--- config.mk ---
export PLATFORM = sky130hd
export DESIGN_NAME = uart_tx_fifo_ctrl_flat
export DESIGN_NICKNAME = d
export VERILOG_FILES = /design/src/rtl/uart_tx_fifo_ctrl_pkg.sv /design/src/rtl/uart_tx_fifo_ctrl_if.sv /design/src/rtl/uart_baud_cnt.sv /design/src/rtl/uart_tx_fifo_ctrl.sv /design/src/flat_wrapper.sv
export SDC_FILE = /design/constraint.sdc
export NUM_CORES = 1
export LEC_CHECK = 0
export BUFFER_PORTS_ARGS = -buffer_cell sky130_fd_sc_hd__buf_2
export CORE_MARGIN = 10
export CORE_UTILIZATION = 49
export CTS_CLUSTER_DIAMETER = 200
export DETAILED_ROUTE_END_ITERATION = 10
export PLACE_DENSITY_LB_ADDON = 0.1
export SYNTH_ARGS = -nofsm -noshare
export SYNTH_HDL_FRONTEND = slang
export SYNTH_SLANG_ARGS = --single-unit
--- constraint.sdc ---
create_clock -name clk -period 2.2 [get_ports clk]
set_input_delay 0.22 -clock clk [delete_from_list [all_inputs] [get_ports clk]]
set_output_delay 0.22 -clock clk [all_outputs]
set_load 0.02 [all_outputs]
--- src/rtl/uart_tx_fifo_ctrl_pkg.sv ---
// Shared defaults and state type for the serial-port transmit drain controller.
// The FIFO sizing defaults live here so that syn_fifo and this controller stay in step.
package uart_tx_fifo_ctrl_pkg;

  localparam int DEF_DATA_WIDTH = 8;
  localparam int DEF_ADDR_WIDTH = 4;
  localparam int DEF_BAUD_DIV   = 16;
  localparam int DEF_DIV_WIDTH  = 4;

  typedef enum logic [2:0] {
    ST_IDLE,
    ST_POP,
    ST_LATCH,
    ST_START,
    ST_DATA,
    ST_STOP
  } tx_state_t;

endpackage

--- src/rtl/uart_tx_fifo_ctrl_if.sv ---
// FIFO read port plus serial-line outputs of the transmit drain controller.
// The controller side is the master; the FIFO/pin environment is the slave.
interface uart_tx_fifo_ctrl_if
  import uart_tx_fifo_ctrl_pkg::*;
#(
  parameter int DATA_WIDTH = DEF_DATA_WIDTH
) ();

  logic                  tx_en;
  logic                  fifo_is_empty;
  logic [DATA_WIDTH-1:0] fifo_r_data;
  logic                  fifo_r_en;
  logic                  txd;
  logic                  busy;
  logic                  tx_done;

  modport master (
    input  tx_en, fifo_is_empty, fifo_r_data,
    output fifo_r_en, txd, busy, tx_done
  );

  modport slave (
    output tx_en, fifo_is_empty, fifo_r_data,
    input  fifo_r_en, txd, busy, tx_done
  );

endinterface

--- src/rtl/uart_baud_cnt.sv ---
// Bit-period counter: counts 0..BAUD_DIV-1 while enabled and flags the last count
// of each bit so the FSM can advance exactly on bit boundaries.
module uart_baud_cnt
  import uart_tx_fifo_ctrl_pkg::*;
#(
  parameter int BAUD_DIV  = DEF_BAUD_DIV,
  parameter int DIV_WIDTH = DEF_DIV_WIDTH
) (
  input  logic clk,
  input  logic rst_n,
  input  logic clr,
  input  logic en,
  output logic bit_tick
);

  localparam logic [DIV_WIDTH-1:0] LAST = DIV_WIDTH'(BAUD_DIV - 1);

  logic [DIV_WIDTH-1:0] cnt;

  always_ff @(posedge clk) begin
    if (!rst_n) begin
      cnt <= '0;
    end else if (clr) begin
      cnt <= '0;
    end else if (en) begin
      cnt <= (cnt == LAST) ? '0 : cnt + 1'b1;
    end
  end

  assign bit_tick = en && (cnt == LAST);

endmodule

--- src/rtl/uart_tx_fifo_ctrl.sv ---
// Drains the transmit FIFO one byte at a time and shifts each byte out on txd as 8N1.
// This block is the only agent allowed to pop the FIFO.
module uart_tx_fifo_ctrl
  import uart_tx_fifo_ctrl_pkg::*;
#(
  parameter int DATA_WIDTH = DEF_DATA_WIDTH,
  parameter int BAUD_DIV   = DEF_BAUD_DIV,
  parameter int DIV_WIDTH  = DEF_DIV_WIDTH
) (
  input  logic clk,
  input  logic rst_n,
  uart_tx_fifo_ctrl_if.master bus
);

  localparam int BIT_W = (DATA_WIDTH > 1) ? $clog2(DATA_WIDTH) : 1;
  localparam logic [BIT_W-1:0] LAST_BIT = BIT_W'(DATA_WIDTH - 1);

  tx_state_t             state;
  tx_state_t             next_state;
  logic [DATA_WIDTH-1:0] shift_q;
  logic [BIT_W-1:0]      bit_cnt;
  logic                  baud_clr;
  logic                  baud_en;
  logic                  bit_tick;
  logic                  r_en;
  logic                  txd;
  logic                  busy;
  logic                  tx_done;
  logic                  can_pop;

  uart_baud_cnt #(
    .BAUD_DIV  (BAUD_DIV),
    .DIV_WIDTH (DIV_WIDTH)
  ) u_baud (
    .clk      (clk),
    .rst_n    (rst_n),
    .clr      (baud_clr),
    .en       (baud_en),
    .bit_tick (bit_tick)
  );

  assign can_pop = bus.tx_en && !bus.fifo_is_empty;

  always_ff @(posedge clk) begin
    if (!rst_n) begin
      state <= ST_IDLE;
    end else begin
      state <= next_state;
    end
  end

  // Outputs depend only on state, the shift register and the baud tick, never on inputs.
  always_comb begin
    next_state = state;
    r_en       = 1'b0;
    txd        = 1'b1;
    busy       = 1'b1;
    tx_done    = 1'b0;
    baud_clr   = 1'b0;
    baud_en    = 1'b0;
    case (state)
      ST_IDLE: begin
        busy = 1'b0;
        if (can_pop) next_state = ST_POP;
      end
      ST_POP: begin
        r_en       = 1'b1;
        next_state = ST_LATCH;
      end
      ST_LATCH: begin
        baud_clr   = 1'b1;
        next_state = ST_START;
      end
      ST_START: begin
        txd     = 1'b0;
        baud_en = 1'b1;
        if (bit_tick) next_state = ST_DATA;
      end
      ST_DATA: begin
        txd     = shift_q[0];
        baud_en = 1'b1;
        if (bit_tick && (bit_cnt == LAST_BIT)) next_state = ST_STOP;
      end
      ST_STOP: begin
        baud_en = 1'b1;
        tx_done = bit_tick;
        if (bit_tick) next_state = can_pop ? ST_POP : ST_IDLE;
      end
      default: next_state = ST_IDLE;
    endcase
  end

  always_ff @(posedge clk) begin
    if (!rst_n) begin
      shift_q <= '0;
      bit_cnt <= '0;
    end else begin
      case (state)
        ST_LATCH: begin
          shift_q <= bus.fifo_r_data;
          bit_cnt <= '0;
        end
        ST_START: begin
          if (bit_tick) bit_cnt <= '0;
        end
        ST_DATA: begin
          if (bit_tick) begin
            shift_q <= shift_q >> 1;
            bit_cnt <= (bit_cnt == LAST_BIT) ? '0 : bit_cnt + 1'b1;
          end
        end
        default: ;
      endcase
    end
  end

  assign bus.fifo_r_en = r_en;
  assign bus.txd       = txd;
  assign bus.busy      = busy;
  assign bus.tx_done   = tx_done;

endmodule
--- src/flat_wrapper.sv ---
// flat-port wrapper written by rule: the top's interface ports become plain ports
module uart_tx_fifo_ctrl_flat import uart_tx_fifo_ctrl_pkg::*;
#(
  parameter int DATA_WIDTH = DEF_DATA_WIDTH,
  parameter int BAUD_DIV   = DEF_BAUD_DIV,
  parameter int DIV_WIDTH  = DEF_DIV_WIDTH
)
  (clk, rst_n, bus_tx_en, bus_fifo_is_empty, bus_fifo_r_data, bus_fifo_r_en, bus_txd, bus_busy, bus_tx_done);
  uart_tx_fifo_ctrl_if #(.DATA_WIDTH(DATA_WIDTH)) bus_i ();
  input  logic clk;
  input  logic rst_n;
  input wire logic [$bits(bus_i.tx_en)-1:0] bus_tx_en;
  input wire logic [$bits(bus_i.fifo_is_empty)-1:0] bus_fifo_is_empty;
  input wire logic [$bits(bus_i.fifo_r_data)-1:0] bus_fifo_r_data;
  output wire logic [$bits(bus_i.fifo_r_en)-1:0] bus_fifo_r_en;
  output wire logic [$bits(bus_i.txd)-1:0] bus_txd;
  output wire logic [$bits(bus_i.busy)-1:0] bus_busy;
  output wire logic [$bits(bus_i.tx_done)-1:0] bus_tx_done;
  assign bus_i.tx_en = bus_tx_en;
  assign bus_i.fifo_is_empty = bus_fifo_is_empty;
  assign bus_i.fifo_r_data = bus_fifo_r_data;
  assign bus_fifo_r_en = bus_i.fifo_r_en;
  assign bus_txd = bus_i.txd;
  assign bus_busy = bus_i.busy;
  assign bus_tx_done = bus_i.tx_done;
  uart_tx_fifo_ctrl #(.DATA_WIDTH(DATA_WIDTH), .BAUD_DIV(BAUD_DIV), .DIV_WIDTH(DIV_WIDTH)) u_core (.clk(clk), .rst_n(rst_n), .bus(bus_i));
endmodule
==> metrics.txt <==
worst hold path type=in2reg; Crit Path Class=reg2out; most area-hungry cell type in the Yosys netlist=dfxtp_1; final net count=143; commonest non-fill, non-tap cell in the layout=dfxtp_1; family with the most delay on the worst path=flip-flops; part of the power in registers=about 58%; Max-slew headroom=62.7%; Mapped Cells=114; TNS Setup=0 ns; final-report setup violation count=0; post-synthesis cell type count=33; Resize count post-CTS=0; syn avg cell area=approximately 8.8 sq um; CTS tree=yes; Max Clock Skew=slightly below 0.004 ns; Final Hold Fails=0; IO Count=16; PortBufs=15; Max Cap Violations=0; clock sink count=18; final wirelength=a little under 2000 microns; largest net degree at the start of global routing=24; RD Place Congestion=0.764; RSZ-0062 raised after global routing=no; initial core utilization=51.4%; layout cell share with drive strength beyond 1=17.5%; worst path required time=~2 ns; Slew Viols, Final=0; commonest cells after routing, fill and taps aside=18 x dfxtp_1, 15 x buf_2, 13 x nand2_1; first-pass GRT wire length=3280 microns; row count=16; number of global-route vias before repair=762; CP cell instances=nand2b_1 -> buf_4 -> nor2_1 -> buf_2; clk slew on worst S/H paths=0.09 ns; Pwr Density=587 mW/mm^2; die area=0.00424 sq mm; Core Area=0.00194 sq mm; DRC=0; P_leak=0.443 nW; Initial DRT Pass Iterations=4; Clk Latency, worst-skew pair=approximately 0.29 ns; synth warn=0; antenna fix cells=0; worst vdd ir=0.317 mV; max incr delay on CP=0.56 ns; Total Power=0.644 mW; Setup crit end kind=output pin; Die W=65.1 microns; sequential fraction of the synthesis area=36.1%; DIE HEIGHT=65.1 microns; Period minus WS final=approximately 1.9 ns; GRT Total Usage=under 10%; Net Sw Frac=28.3%; CP Buf/Inv Count=2; clk buf depth=2; Routed WL per cell=~13 microns; Final Instance Count excl. Fillers=153; cts hold-fix bufs=0; via count=819; Critical Path AT=around 1.7 ns; Post-CTS Setup Inserts=0; filler instances=200; part of the cycle the worst path needs=a little under nine tenths; status=finished clean; Seq cells post-synth=18; H-tree depth=1; clock share of power=24.5%; grt ovf=0; Initial DRC Count=47; clk root buf=clkbuf_4; Cell Area, Synth=998 sq um; Post-DRT Antenna Nets=0; Post-Syn Nets=129; Worst setup SP type=register; antenna violations before repair=0; top cell type's share of synthesized area=a little over a third; TritonCTS Buffers=3; post-DP HPWL=1420 microns; area grow syn2layout=9.90%; internal power=0.462 mW; routed vias/inst=5.35; worst-path fanout max=12; Cells after DPL=150; Psw=0.182 mW; FMAX=0.527 GHz; top area cells in the synthesized netlist=dfxtp_1 36%, mux2i_1 9.0%, o211ai_1 6.0%; Slew @ Worst Pin=0.558 ns; Crit-path slowest cell=dfxtp_1; Comb pwr share=17.6%
-- state kept, by name, summed over array words and instances (netlist names) --
register / flops
u_core.u_baud.cnt: 4
u_core.state: 3
u_core.bit_cnt: 3
u_core.shift_q: 8
-- kinds of logic after synthesis --
group	Yosys count	synth area share [%]
AO/OA/AOI/OAI	24	16.8
XOR/XNOR	1	0.877
adder cells (fa/ha/maj)	3	3.76
buffers and inverters	8	4.39
flip-flops	18	36.1
multiplexers	9	9.02
AND/OR/NAND/NOR	51	29.1
-- metrics by stage --
step	cell area (sq um)	setup WS, ns	utilization, %	hold WS (ns)
floorplan	998	0.688	-	0.373
global placement	1070	0.672	55.3	0.443
detailed placement	1070	0.655	55.3	0.450
CTS	1100	0.312	56.5	0.314
global route	1100	0.190	56.5	0.325
finish	1100	0.303	56.5	0.317
-- per-layer routing --
metal | track usage, % | part of all wire [%] | up-vias
met5 | 0 | 0 | -
met4 | 5.61 | 2.0 | 0
met3 | 3.56 | 6.0 | 5
met2 | 14.8 | 42 | 13
met1 | 11.1 | 50 | 371
li1 | - | - | 430
-- cell usage after synthesis (all sizes together) --
cell / number
o311ai: 1
ha: 3
or3: 2
nand4: 1
o21a: 3
nand3b: 2
nor4bb: 1
nand2: 13
nand3: 4
o2bb2ai: 1
a22oi: 3
o211ai: 8
nor2: 10
a21boi: 2
dfxtp: 18
o21ai: 2
buf: 4
or3b: 1
clkbuf: 3
nand2b: 9
and2: 2
mux2i: 9
inv: 1
nor3b: 2
and3: 1
xnor2: 1
a21oi: 4
nor2b: 3
-- power groups by stage --
| stage | combinational, mW | sequential [mW] | clock [mW] |
|---|---|---|---|
| floorplan | 0.104 | 0.362 | 0 |
| global placement | 0.113 | 0.379 | 0 |
| detailed placement | 0.115 | 0.380 | 0 |
| CTS | 0.115 | 0.372 | 0.166 |
| global route | 0.127 | 0.376 | 0.181 |
| finish | 0.114 | 0.373 | 0.158 |
-- cell type report --
type	instances	area, sq um	share of cell area (%)
clock buffers	3	22.5	2.05
inverters	1	3.75	0.342
multi-input cells	88	594	54.2
flip-flops and latches	18	360	32.8
well taps	27	33.8	3.08
repair buffers	16	82.6	7.53
-- worst register-to-register path: cells and delay by family, from the launching register on --
family          cells  cell delay [ns]
flops               1             0.52
simple gates        3             0.87
compound gates      1             0.13
-- worst paths after layout --
path / startpoint / end / slack (ns) / cells past startpoint
max reg2reg: u_core.state[2]$_SDFFE_PN0P_ / u_core.u_baud.cnt[3]$_SDFFE_PP0N_ / 0.60 / 4
min: bus_fifo_r_data[0] / u_core.shift_q[0]$_SDFFE_PN0P_ / 0.32 / 4
max: u_core.state[1]$_SDFFE_PN0P_ / bus_tx_done / 0.30 / 4
min reg2reg: u_core.shift_q[6]$_SDFFE_PN0P_ / u_core.shift_q[6]$_SDFFE_PN0P_ / 0.46 / 2
No activity file was read; power rests on OpenSTA's default activity.
